--- config.mk ---
export PLATFORM = sky130hd
export DESIGN_NAME = oam_dma_ctrl
export DESIGN_NICKNAME = d
export VERILOG_FILES = /design/src/rtl/oam_dma_ctrl.sv
export SDC_FILE = /design/constraint.sdc
export NUM_CORES = 1
export LEC_CHECK = 0
export ABC_CLOCK_PERIOD_IN_PS = 3700
export CAP_MARGIN = 20
export CELL_PAD_IN_SITES_DETAIL_PLACEMENT = 0
export CELL_PAD_IN_SITES_GLOBAL_PLACEMENT = 1
export CORE_ASPECT_RATIO = 1.75
export CORE_MARGIN = 2
export CORE_UTILIZATION = 36
export CTS_BUF_LIST = sky130_fd_sc_hd__clkbuf_4 sky130_fd_sc_hd__clkbuf_8 sky130_fd_sc_hd__clkbuf_16
export CTS_CLUSTER_DIAMETER = 100
export DETAILED_ROUTE_END_ITERATION = 8
export GPL_ROUTABILITY_DRIVEN = 0
export MAX_ROUTING_LAYER = met4
export PLACE_DENSITY_LB_ADDON = 0.1
export SLEW_MARGIN = 20
export SYNTH_ARGS = -nofsm -noshare
export SYNTH_HDL_FRONTEND = slang
export SYNTH_SLANG_ARGS = --single-unit
--- constraint.sdc ---
create_clock -name clk -period 3.7 [get_ports clk]
set_input_delay 0.74 -clock clk [delete_from_list [all_inputs] [get_ports clk]]
set_output_delay 0.74 -clock clk [all_outputs]
set_load 0.01 [all_outputs]
--- src/rtl/oam_dma_ctrl.sv ---
// Sprite DMA initiator: on a CPU write to the trigger register it halts the CPU and copies
// one 256-byte page to the OAM data port as alternating read/write bus cycles.
module oam_dma_ctrl #(
    parameter logic [15:0] TRIGGER_ADDR  = 16'h4014,
    parameter logic [15:0] OAM_DATA_ADDR = 16'h2004,
    parameter bit          ALIGN_ENABLE  = 1'b1
) (
    input  logic        clk,
    input  logic        rst,
    input  logic [15:0] cpu_addr,
    input  logic [7:0]  cpu_data_in,
    input  logic        cpu_write_en,
    input  logic [7:0]  mem_data_in,
    output logic        cpu_halt,
    output logic        bus_grant,
    output logic [15:0] dma_addr,
    output logic [7:0]  dma_data_out,
    output logic        dma_read_en,
    output logic        dma_write_en,
    output logic        dma_done
);

    typedef enum logic [2:0] {IDLE, HALT, ALIGN, READ, WRITE, DONE} state_t;

    state_t      state;
    logic [7:0]  page;
    logic [7:0]  idx;
    logic [7:0]  idx_nxt;
    logic        cyc_odd;
    logic        trigger;

    assign trigger = cpu_write_en && (cpu_addr == TRIGGER_ADDR);
    assign idx_nxt = idx + 8'd1;

    // Read data arrives registered one cycle after the READ strobe, so it is forwarded straight through.
    assign dma_data_out = dma_write_en ? mem_data_in : 8'h00;

    // Outputs are loaded together with the state they belong to, so they change only on clk.
    always_ff @(posedge clk or posedge rst) begin
        if (rst) begin
            state        <= IDLE;
            page         <= 8'h00;
            idx          <= 8'h00;
            cyc_odd      <= 1'b0;
            cpu_halt     <= 1'b0;
            bus_grant    <= 1'b0;
            dma_addr     <= 16'h0000;
            dma_read_en  <= 1'b0;
            dma_write_en <= 1'b0;
            dma_done     <= 1'b0;
        end else begin
            cyc_odd      <= ~cyc_odd;
            dma_addr     <= 16'h0000;
            dma_read_en  <= 1'b0;
            dma_write_en <= 1'b0;
            dma_done     <= 1'b0;
            case (state)
                IDLE: begin
                    if (trigger) begin
                        page      <= cpu_data_in;
                        idx       <= 8'h00;
                        state     <= HALT;
                        cpu_halt  <= 1'b1;
                        bus_grant <= 1'b1;
                    end
                end
                HALT: begin
                    if (ALIGN_ENABLE && cyc_odd) begin
                        state <= ALIGN;
                    end else begin
                        state       <= READ;
                        dma_addr    <= {page, idx};
                        dma_read_en <= 1'b1;
                    end
                end
                ALIGN: begin
                    state       <= READ;
                    dma_addr    <= {page, idx};
                    dma_read_en <= 1'b1;
                end
                READ: begin
                    state        <= WRITE;
                    dma_addr     <= OAM_DATA_ADDR;
                    dma_write_en <= 1'b1;
                end
                WRITE: begin
                    if (idx == 8'hFF) begin
                        state     <= DONE;
                        cpu_halt  <= 1'b0;
                        bus_grant <= 1'b0;
                        dma_done  <= 1'b1;
                    end else begin
                        idx         <= idx_nxt;
                        state       <= READ;
                        dma_addr    <= {page, idx_nxt};
                        dma_read_en <= 1'b1;
                    end
                end
                DONE: begin
                    state <= IDLE;
                end
                default: begin
                    state     <= IDLE;
                    cpu_halt  <= 1'b0;
                    bus_grant <= 1'b0;
                end
            endcase
        end
    end

endmodule

Word-level counts from Yosys, hierarchy flattened
Index checks and enable logic that the tools add are counted.

cells by class
  $add $sub $neg = 1
  equal/unequal tests = 10
  muxes and demuxes = 20
  bitwise gates (word level) = 2
  reduce and logical (&&, ||, !) cells = 7

operators by type and width
  operator                number
  $pmux W16 S4            1
  $mux W16                2
  $mux W8                 3
  $eq A16 B15 Y1 const B  1
  $pmux W8 S2             1
  $pmux W3 S5             1
  $add A8 B1 Y8 const B   1
  $eq A8 B8 Y1 const B    1
  $mux W1                 8
  $eq A3 B2 Y1 const B    2
  $eq A3 B3 Y1 const B    2
  $mux W3                 2
  $ne A2 B2 Y1 const B    3
  $pmux W1 S3             2
  $reduce_and A3 Y1       2
  $reduce_or A4 Y1        1
  $eq A3 B1 Y1 const B    1
  $logic_not A3 Y1        1
  $not A1 Y1              2
  $reduce_and A2 Y1       1
  $reduce_bool A2 Y1      1
  $logic_and A1 B1 Y1     1

word-level totals
  bits in registers = 40
  input bits = 35
  output and inout port bits = 29
  logic and storage cells = 49

Logic depth before layout (Yosys ltp)
Gate-level depths: netlist of the first run.

  depth after elaboration = 4
  depth in mapped cells = 6

Worst setup path before layout of the first run
Ideal clock, no wire load.

  kind = in2reg
  from = input port cpu_addr[3]
  to = register page[4]
  library setup time = 125 ps
  data arrival time = 1964 ps
  slack = 1612 ps
  stages = 5
  path buffers = 1
  cells stage by stage = nor4_1 > nand4_1 > nor2_2 > buf_4 > mux2_2

on the way
  cells in the longest elaborated chain, start to end = 3

RTL lines
  item                         line  source
  start, declared              10    input logic [15:0] cpu_addr,
  $eq A16 B15 Y1               32    assign trigger = cpu_write_en && (cpu_addr == TRIGGER_ADDR);
  $logic_and A1 B1 Y1          32
  $reduce_and A2 Y1 (no line)  --
  end signal, assigned         60    page <= cpu_data_in;
  end, declared                26    logic [7:0] page;

No other way between the ends.
A chain may end at the register's enable or synchronous reset.

Final worst setup path of the first run
  from = input port mem_data_in[5]
  to = output port dma_data_out[5]

on the way
  cells in the longest elaborated chain, start to end = 1

RTL lines
  item             line  source
  start, declared  13    input logic [7:0] mem_data_in,
  $mux W8          36    assign dma_data_out = dma_write_en ? mem_data_in : 8'h00;
  end, declared    17    output logic [7:0] dma_data_out,

No other way between the ends.

==> impl_metrics.csv, run 1 <==
group,metric,value,unit
floorplan,die_x,57.6,µm
placement,numPortBuffers,63,
floorplan,ios,64,
finish,layout-area-overhead-vs-synth,41.9,%
drt,routed_wl,4280,µm
synth,synthSimpleGateAreaFrac,22.5,%
critical_path,required,2.96,ns
outcome,outcome,"finished clean",
synth,ys_types,39,
placement,placed_area,2450,µm²
grt,grt_pass1_wl,6930,µm
synth,synthAdderAreaFrac,0.691,%
pwr,switching_share,35.0,%
synth,yosysTopAreaCell,"dfrtp_1",
finish,antennaDiodeCount,0,
cts,cts_resized,0,
sta,worstMarginPinSlew,0.507,ns
cts,cts_made_buffers,5,
min_path,min_to,"cyc_odd",
critical_path,critPathTopFamily,"buffers and inverters",
finish,final_common_cell,"clkdlybuf4s50_1",
min_path,hp-start,"cyc_odd",
sta,fmax,387,MHz
pwr,p_sw,553,µW
floorplan,coreArea,4890,µm²
synth,synth_top_cell_area_share,55.3,%
sta,slew_headroom,66.2,%
pwr,p_comb_share,36.1,%
pwr,seqPwrFrac,40.8,%
placement,hpwl,3170,µm
synth,ys_warn_count,0,
sta,min_period,2.58,ns
critical_path,cp.arrival,1.84,ns
drt,viasPerCell,5.02,
cts,post_cts_buffers,0,
synth,synth_xor_area_share,0.968,%
drt,drtPass1Iterations,4,
drt,met1_length,1650,µm
cts,insertion_delay,0.29,ns
cts,cts_root_buffer,"clkbuf_8",
critical_path,reg2reg_depth,5,
critical_path,timing_worst_setup_path_type,"in -> out",
sta,final_max_slew_viol_count,0,
floorplan,dieHeight,97.8,µm
synth,synth_top_family_by_area,"simple AND/OR/NAND/NOR gates",
critical_path,startpoint,"mem_data_in[5]",
grt,grt_pass1_vias,1439,
cts,cts_htree_levels,2,
floorplan,start_util,37.0,%
sta,hold_viol_final,0,
synth,netlist_area,1810,µm²
pwr,p_per_area,615,nW/µm²
drt,antenna_left,0,
floorplan,std_cell_rows,34,
sta,fin_crit_sh,69.8,%
cts,cts_tree,"yes",
pwr,p_leak,0.00115,µW
synth,synthCells,162,
critical_path,cp_slowest_cell,"clkdlybuf4s50_1",
min_path,hold_class,"reg -> reg",
drt,wl_met3,143,µm
grt,grt_overflow,0,
critical_path,start_kind,"input port",
critical_path,r2r_setup_slack,1.52,ns
grt,antenna_found_initial,0,
critical_path,critPathCaptureType,"primary output",
pwr,p_int,1030,µW
cts,clock_sinks,40,
cts,hold_buffers,0,
drt,drc,0,
synth,synth.area.top_cells,"dfrtp_1 (55%), and2_1 (5.5%), mux2_2 (5.0%)",
grt,grt_usage,16.3,%
synth,synth_compound_area_share,11.1,%
critical_path,crit_top_cell,"clkdlybuf4s50_1",
drt,wl_met2,2390,µm
sta,skew,0.00425,ns
synth,syn_avg_cell_area,11.2,µm²
min_path,whs_path_depth,1,
critical_path,path_max_fanout,1,
drt,highest_layer,"met4",
synth,ys_ff_latch,40,
drt,first_iter_violations,36,
finish,layout_common_cells,"clkdlybuf4s50_1 (63), dfrtp_1 (40), nand2_1 (20)",
sta,rsz0062_at_grt,"false",
finish,final_nets,262,
finish,final_cell_area,2570,µm²
critical_path,path_cells,"clkdlybuf4s50_1 > and2_1 > clkdlybuf4s50_1",
cts,cts.clk_slew.worst_paths,0.08,ns
pwr,irDropWorstVdd,0.498,mV
synth,synth_mux_area_share,4.98,%
drt,wl_per_cell,15.2,µm
critical_path,cp_num_buf_inv,2,
grt,grt_max_degree,41,
critical_path,cp_slowest_stage_delay,0.53,ns
floorplan,dieArea,5630,µm²
critical_path,r2r_start,"idx[0]",
pwr,clkPwrFrac,23.1,%
sta,setup_tns,0,ns
drt,num_vias,1410,
synth,ys_seq_area_share,55.3,%
job,drv_cap,0,
cts,cts_buffer_depth,2,
synth,syn_nets,198,
sta,setup_viol,0,
finish,layout-drive-gt1-share,12.3,%
critical_path,worstReg2RegEnd,"dma_addr[13]",
[metrics by stage]
step | std cells | util, % | hold slack [ns] | power (µW) | setup WS [ns]
5_1_grt | 281 | 52.5 | 0.421 | 1690 | 1.07
2_1_floorplan | 162 | - | 0.389 | 1000 | 1.61
3_5_place_dp | 273 | 50.1 | 0.404 | 1230 | 1.06
3_3_place_gp | 273 | 50.1 | 0.402 | 1210 | 1.07
6_report | 281 | 52.5 | 0.410 | 1580 | 1.12
4_1_cts | 281 | 52.5 | 0.415 | 1600 | 1.11
[logic make-up after synthesis]
| group | count (synthesis) |
|---|---|
| buf+inv | 11 |
| compound gates | 29 |
| xor+xnor | 2 |
| fa+ha+maj | 1 |
| flops | 40 |
| simple gates | 71 |
| mux | 8 |
[registers in the layout, summed over array words and instances (netlist names)]
signal        cells
page              8
idx               8
cyc_odd           1
dma_write_en      1
state             3
bus_grant         1
dma_done          1
dma_addr         16
dma_read_en       1
[Yosys cell counts]
cell type,n
o31ai_1,2
mux2_2,8
o21ai_2,1
nor4bb_1,1
nor3_1,2
nor2_1,9
or3b_1,2
buf_4,5
a21oi_4,1
xor2_1,1
o22ai_1,2
o21a_1,1
and3_1,1
xnor2_1,1
a21oi_1,2
o211ai_1,1
or2_2,1
nand2_1,20
and4_1,1
or4_4,2
nand4b_1,1
dfrtp_1,40
nor4_1,1
o21bai_1,1
nor3b_1,1
nor4_2,1
nand2b_1,2
o21ai_0,11
buf_6,3
nand4_1,3
inv_1,3
o211ai_2,2
ha_1,1
nor3b_4,1
a31oi_1,2
a21o_1,3
nor2_2,1
nand3_1,5
and2_1,16
[power groups by stage]
stage	clock network, µW	logic [µW]	registers, µW
6_report	366	570	645
3_5_place_dp	0	575	653
4_1_cts	377	581	645
2_1_floorplan	0	372	632
3_3_place_gp	0	562	651
5_1_grt	393	629	667
[area by class of cell]
type / instances / area [µm²]
Clock buffer: 5 / 68.8
Fill cell: 444 / 2320
Tap cell: 54 / 67.6
Inverter: 3 / 11.3
Multi-Input combinational cell: 111 / 727
Sequential cell: 40 / 1000
Clock inverter: 3 / 47.5
Timing Repair Buffer: 65 / 646
[worst register-to-register path: cells and delay by family (launching register included)]
| family | cells | cell delay [ns] |
|---|---|---|
| DFF | 1 | 0.48 |
| AOI/OAI and AO/OA | 2 | 0.76 |
| adders and majority gates | 1 | 0.28 |
| and+or+nand+nor | 2 | 0.55 |
[how the worst max path moves through the flow]
stage	to	depth (start not counted)
6_report	dma_data_out[5]	3
5_1_grt	dma_data_out[6]	3
4_1_cts	dma_data_out[4]	3
3_5_place_dp	page[0]	5
3_3_place_gp	idx[7]	6
2_1_floorplan	page[4]	5
[per-layer routing]
layer,vias up,global-route usage (%)
li1,690,-
met1,678,17.6
met2,34,28.6
met3,8,3.05
met4,0,6.62
met5,-,-
(Power assumes the default switching activity.)
==> run 2, diff against run 1 <==
ABC_CLOCK_PERIOD_IN_PS = 2530   (was 3700)
CORE_UTILIZATION = 34   (was 36)
clock period = 2.53 ns   (was 3.7 ns; I/O delays follow)
==> impl_metrics.csv, run 2 (synthesis gave the netlist of run 1 again) <==
group,metric,value,unit
floorplan,die_x,59.2,µm
finish,largest_register_ffs,16,
drt,first_iter_violations,52,
finish,largest-register,"dma_addr",
min_path,hold_class,"reg -> reg",
grt,grt_pass1_wl,6720,µm
finish,layout-drive-gt1-share,13.1,%
cts,cts.clk_slew.worst_paths,0.07,ns
critical_path,start_kind,"input port",
sta,rsz0062_at_grt,"false",
floorplan,start_util,34.7,%
sta,slew_headroom,66.5,%
grt,antenna_found_initial,0,
sta,setup_tns,0,ns
sta,final_max_slew_viol_count,0,
sta,worstMarginPinSlew,0.502,ns
pwr,p_per_area,875,nW/µm²
critical_path,critPathCaptureType,"primary output",
cts,cts_made_buffers,5,
cts,cts_htree_levels,2,
finish,final_nets,264,
floorplan,coreArea,5210,µm²
sta,fin_crit_sh,84.3,%
cts,hold_buffers,0,
finish,layout-area-overhead-vs-synth,41.7,%
drt,num_vias,1427,
floorplan,dieHeight,101,µm
sta,skew,0.00505,ns
placement,place_inst,276,
placement,dp_slack,0.168,ns
job,drv_cap,0,
drt,routed_wl,4180,µm
finish,fillers,468,
cts,cts_resized,0,
grt,grt_overflow,0,
pwr,irDropWorstVdd,0.502,mV
floorplan,std_cell_rows,35,
critical_path,path_max_fanout,1,
grt,grt_max_degree,41,
sta,fmax,469,MHz
finish,reg_top3,"dma_addr: 16 flops, idx: 8 flops, page: 8 flops",
drt,drtPass1Iterations,4,
cts,cts_root_buffer,"clkbuf_8",
placement,placed_area,2470,µm²
drt,viasPerCell,5.02,
floorplan,ios,64,
critical_path,r2r_setup_slack,0.63,ns
finish,layout_common_cells,"clkdlybuf4s50_1 (63), dfrtp_1 (40), nand2_1 (20)",
finish,finalNonFillerCells,284,
placement,numPortBuffers,63,
cts,clock_sinks,40,
cts,insertion_delay,0.29,ns
sta,min_period,2.13,ns
critical_path,cp.arrival,1.63,ns
critical_path,timing_worst_setup_path_type,"in -> out",
pwr,p_leak,0.00116,µW
finish,final_cell_area,2570,µm²
drt,antenna_left,0,
placement,hpwl,3130,µm
cts,cts_tree,"yes",
cts,post_cts_buffers,0,
finish,final_common_cell,"clkdlybuf4s50_1",
cts,cts_buffer_depth,2,
floorplan,dieArea,5950,µm²
sta,worst_slack,0.398,ns
critical_path,required,2.02,ns
drt,wl_per_cell,14.7,µm
sta,hold_viol_final,0,
sta,hold_ws,0.414,ns
drt,drc,0,
outcome,outcome,"finished clean",
sta,setup_viol,0,
grt,grt_pass1_vias,1445,
grt,grt_usage,15.3,%
finish,antennaDiodeCount,0,
run 2: changes by cell type in the layout (fill, tap and decap cells not counted):
cell | previous run | this run
buf_4 | 2 | 4
bufinv_16 | 1 | 0
clkbuf_4 | 0 | 2
clkbuf_8 | 5 | 6
clkinv_4 | 2 | 0
run 2: per-stage QoR:
stage,util [%],total power [µW]
final,49.2,2250
after detailed placement,47.4,1810
after floorplan,-,1470
after CTS,49.2,2280
after global placement,47.4,1800
after global routing,49.2,2400
run 2: worst paths after layout:
check                                       end           start  cells after the start
worst max-delay path            dma_data_out[6]  mem_data_in[6]                      3
worst max register to register      dma_addr[7]          idx[0]                      6
worst min register to register          cyc_odd         cyc_odd                      1
min in group asynchronous          dma_addr[15]             rst                      3
max in group asynchronous          dma_addr[12]             rst                      3
worst min-delay path                    cyc_odd         cyc_odd                      1
run 2: power breakdown:
part           internal (µW)  leakage, µW  total, µW  switching (µW)
clock network            244    0.0000523        458             214
logic                    434     0.000601        844             410
registers                787     0.000505        944             158
total                   1460      0.00116       2250             782
run 2: cell type report:
class                           count  area, µm²  share of cell area [%]
Sequential cell                    40       1000                    39.0
Multi-Input combinational cell    111        727                    28.3
Timing Repair Buffer               67        661                    25.7
Clock buffer                        8       97.6                    3.80
Tap cell                           55       68.8                    2.68
Inverter                            3       11.3                   0.439
run 2: critical path, cell delays in order:
cell	delay (ns)
clkdlybuf4s50_1	0.46
and2_1	0.13
clkdlybuf4s50_1	0.54
run 2: metal layers:
metal | GRT usage [%] | part of all wire [%] | wire length, µm | up-vias
met5 | - | 0 | 0 | -
met4 | 7.34 | 2.1 | 87 | 0
met3 | 3.21 | 4.0 | 167 | 11
met2 | 25.6 | 55 | 2290 | 32
met1 | 16.7 | 39 | 1640 | 696
li1 | - | - | - | 688
==> RTL edit 1: new RTL, flow settings as in run 2 <==
Make the reset (`rst`) synchronous in one clocked block.
--- a/src/rtl/oam_dma_ctrl.sv
+++ b/src/rtl/oam_dma_ctrl.sv
@@ -36,7 +36,7 @@
     assign dma_data_out = dma_write_en ? mem_data_in : 8'h00;
 
     // Outputs are loaded together with the state they belong to, so they change only on clk.
-    always_ff @(posedge clk or posedge rst) begin
+    always_ff @(posedge clk) begin
         if (rst) begin
             state        <= IDLE;
             page         <= 8'h00;
Check against the original RTL: differs if rst is asserted again (counterexample within 4 cycles, from zero or initial values and one cycle with rst high); with rst held inactive, the same outputs for 10 cycles.
==> RTL edit 1 against run 2 <==
Routed wire length increased by 0.79%. Fmax decreased by 0.90%. Sequential cell count unchanged. Synthesized area decreased by 3.2%. Cell area increased by 0.24%. Setup slack got worse by 0.019 ns.
Power is not compared: it rests on default switching activity, and its combinational part moved more than twofold at a synthesized area within 25%.
==> RTL edit 1: results <==
grt:
  use_met2_pct: 27.8
  grt_pass1_vias: 1525
  gr-usage-met3_pct: 3.28
  grt_pass1_wl_mm: 7.01
  grt_max_degree: 20
  grtUsageMet1_pct: 17.6
yosys:
  synth_fp_nets: 230
  synthTopCellsByArea: "dfxtp_1, and2_1, mux2i_1"
  synthArstFlopShare_pct: 0
  synth_common_cells: "dfxtp_1, nor2_1, a21oi_1, and2_1, nand2_1"
  ys_types: 44
  yosysSeqAreaShare_pct: 45.7
  syn_inst: 194
place:
  hpwl_mm: 3.20
  placed_area_um2: 2460
  dp_cells: 307
worst_setup_path:
  rrSetupSlack_ns: 0.42
  r2r_end: "dma_addr[11]$_SDFF_PP0_"
  cp.arrival_ns: 2.34
  path_max_fanout: 8
  r2r_start: "idx[0]$_SDFFE_PP0P_"
  endpoint: "page[3]$_SDFFE_PP0P_"
  crit_start: "cpu_addr[13]"
sta:
  relSlewSlack_pct: 69.4
  fin_skew_ns: 0.0117
pwr:
  vdd_drop_max_uv: 431
route:
  routed_wl_mm: 4.22
layout:
  nNetsFinal: 296
  drive_gt1_share_pct: 9.58
  final_cells: 315
clock_tree:
  cts_buffers: 5
  ctsResizeCount: 0
outcome:
  status: "completed"
RTL edit 1: changes by cell type in the layout (fill, tap and decap cells not counted), sizes merged, moves of 8 or more:
cell   delta
nor2     +15
dfxtp    +40
mux2i    +10
mux2      -8
a21oi    +14
dfrtp    -40
RTL edit 1: routing by layer:
layer,up-vias,part of all wire [%]
met5,-,0
met4,0,1.5
met3,5,2.4
met2,24,56
met1,734,40
li1,811,-
RTL edit 1: cell families (layout without fill, tap and decap cells):
logic type	Yosys count	in the layout	synth area share [%]
compound gates	43	43	15.2
buf+inv	12	79	3.43
simple gates	88	88	29.3
fa+ha+maj	1	1	0.714
mux	10	10	5.71
flops	40	40	45.7
RTL edit 1: power by group through the flow:
stage	Combinational [mW]	Sequential [mW]	Clock [mW]
2_1_floorplan	0.0146	0.646	0
3_3_place_gp	0.0706	0.647	0
3_5_place_dp	0.0714	0.647	0
4_1_cts	0.0716	0.632	0.553
5_1_grt	0.0767	0.633	0.577
6_report	0.0708	0.632	0.540
RTL edit 1: per-stage QoR:
stage,util [%],power [mW],setup slack (ns),hold WS [ns]
2_1_floorplan,-,0.661,0.558,0.394
3_3_place_gp,49.3,0.718,0.0418,0.405
3_5_place_dp,49.3,0.719,0.0268,0.413
4_1_cts,51.7,1.26,0.354,0.424
5_1_grt,51.7,1.29,0.263,0.452
6_report,51.7,1.24,0.379,0.420
RTL edit 1: area by class of cell:
type	instances	area, um^2
fill	478	2400
clock buffer	5	68.8
clock inverter	3	47.5
timing repair buffer	69	688
multi-input combinational	142	892
inverter	2	7.51
sequential	40	801
tap	54	67.6
RTL edit 1: critical path: stages:
cell and delay, ns:
clkdlybuf4s50_1 0.40, or4b_4 0.55, nor4b_4 0.27, and3_1 0.25
buf_12 0.14, mux2i_1 0.18, nor2_1 0.05
==> RTL edit 2: new RTL, config.mk and constraints of run 2 <==
Made on the original files. The parameter `ALIGN_ENABLE` goes from 1'b1 to 1'b0.
--- a/src/rtl/oam_dma_ctrl.sv
+++ b/src/rtl/oam_dma_ctrl.sv
@@ -3,7 +3,7 @@
 module oam_dma_ctrl #(
     parameter logic [15:0] TRIGGER_ADDR  = 16'h4014,
     parameter logic [15:0] OAM_DATA_ADDR = 16'h2004,
-    parameter bit          ALIGN_ENABLE  = 1'b1
+    parameter bit          ALIGN_ENABLE  = 1'b0
 ) (
     input  logic        clk,
     input  logic        rst,
Behaviour: not the same (Yosys sat finds a counterexample within 4 cycles, from zero or initial values and one cycle with rst high).
==> RTL edit 2 against run 2 <==
The flow now finishes with violations (DRC). Die area down 1.4%. Critical path depth unchanged. Fmax grew 0.30%. Synthesized area fell by 1.5%. Sequential cell count decreased by 1. Cell count shrank 0.35%. Cell area increased by 0.15%. Total power grew 11%. Setup slack gained 0.0063 ns. Routed wire length hardly changed. Count of clock-buffer cells in the layout is 2 lower. Global-route usage about the same. Core utilization is 2.0 points higher. Highest routed layer unchanged.
==> RTL edit 2: results <==
route:
  wl_met3_um: 140
  routed_wl_mm: 4.18
  dr.pass1.iters: 6
  m1WireLength_mm: 1.48
  dr_wl_met2_mm: 2.51
  drc_errors: 3
  drt_iter0_drc: 29
pwr:
  vdd_drop_max_uv: 440
  p_sw_mw: 0.907
  power.clock.fraction_pct: 21.6
  powerSeq_mw: 1.01
  clock_power_mw: 0.542
  p_leak_nw: 1.13
layout:
  final_cells: 283
  drive_gt1_share_pct: 12.7
outcome:
  status: "complete, but fails checks"
  violations: "DRC"
worst_setup_path:
  rrSetupSlack_ns: 0.72
  r2r_end: "dma_addr[13]$_DFF_PP0_"
  r2r_cells: 5
  endpoint: "dma_data_out[2]"
  crit_start: "mem_data_in[2]"
sta:
  relSlewSlack_pct: 65.1
  fin_skew_ns: 0.00805
  finalCritPeriodShare_pct: 84.0
  fin_hold_ws_ns: 0.480
place:
  pre_cts_slack_ns: 0.239
  hpwl_mm: 3.21
clock_tree:
  clk_pin_slew_worst_paths_ns: 0.08
  ctsResizeCount: 0
grt:
  grt_pass1_wl_mm: 6.63
  grt_use_total_pct: 15.3
  grt_pass1_vias: 1461
yosys:
  yosysSeqAreaShare_pct: 54.7
  syn_avg_cell_area_um2: 11.0
  synth_common_cells: "dfrtp_1, nand2_1, o21ai_0, and2_1, nor2_1"
worst_hold_path:
  hold-path-endpoint: "dma_addr[9]$_DFF_PP0_"
  holdCritStartpoint: "page[1]$_DFFE_PP0P_"
RTL edit 2: layout make-up:
type | count | area [um^2]
fill | 465 | 2450
sequential | 39 | 976
clock buffer | 6 | 82.6
timing repair buffer | 65 | 646
clock inverter | 2 | 35.0
inverter | 2 | 7.51
multi-input combinational | 115 | 756
tap | 54 | 67.6
RTL edit 2: worst max-delay path, stage by stage:
cell and delay [ns]:
clkdlybuf4s50_1 0.45, and2_1 0.11, clkdlybuf4s50_1 0.55
RTL edit 2: cells by family (layout without fill, tap and decap cells):
logic type / Yosys count / after routing / synth area share, %
muxes: 8 / 8 / 5.68
adders and majority gates: 1 / 1 / 0.701
DFF: 39 / 39 / 54.7
buffers and inverters: 8 / 75 / 2.94
AOI/OAI and AO/OA: 32 / 32 / 10.9
and+or+nand+nor: 72 / 72 / 24.1
xor gates and xnor gates: 2 / 2 / 0.982
RTL edit 2: per-layer routing:
layer	global-route usage, %	up-vias
met5	-	-
met4	5.94	0
met3	2.96	4
met2	28.3	30
met1	15.1	712
li1	-	686
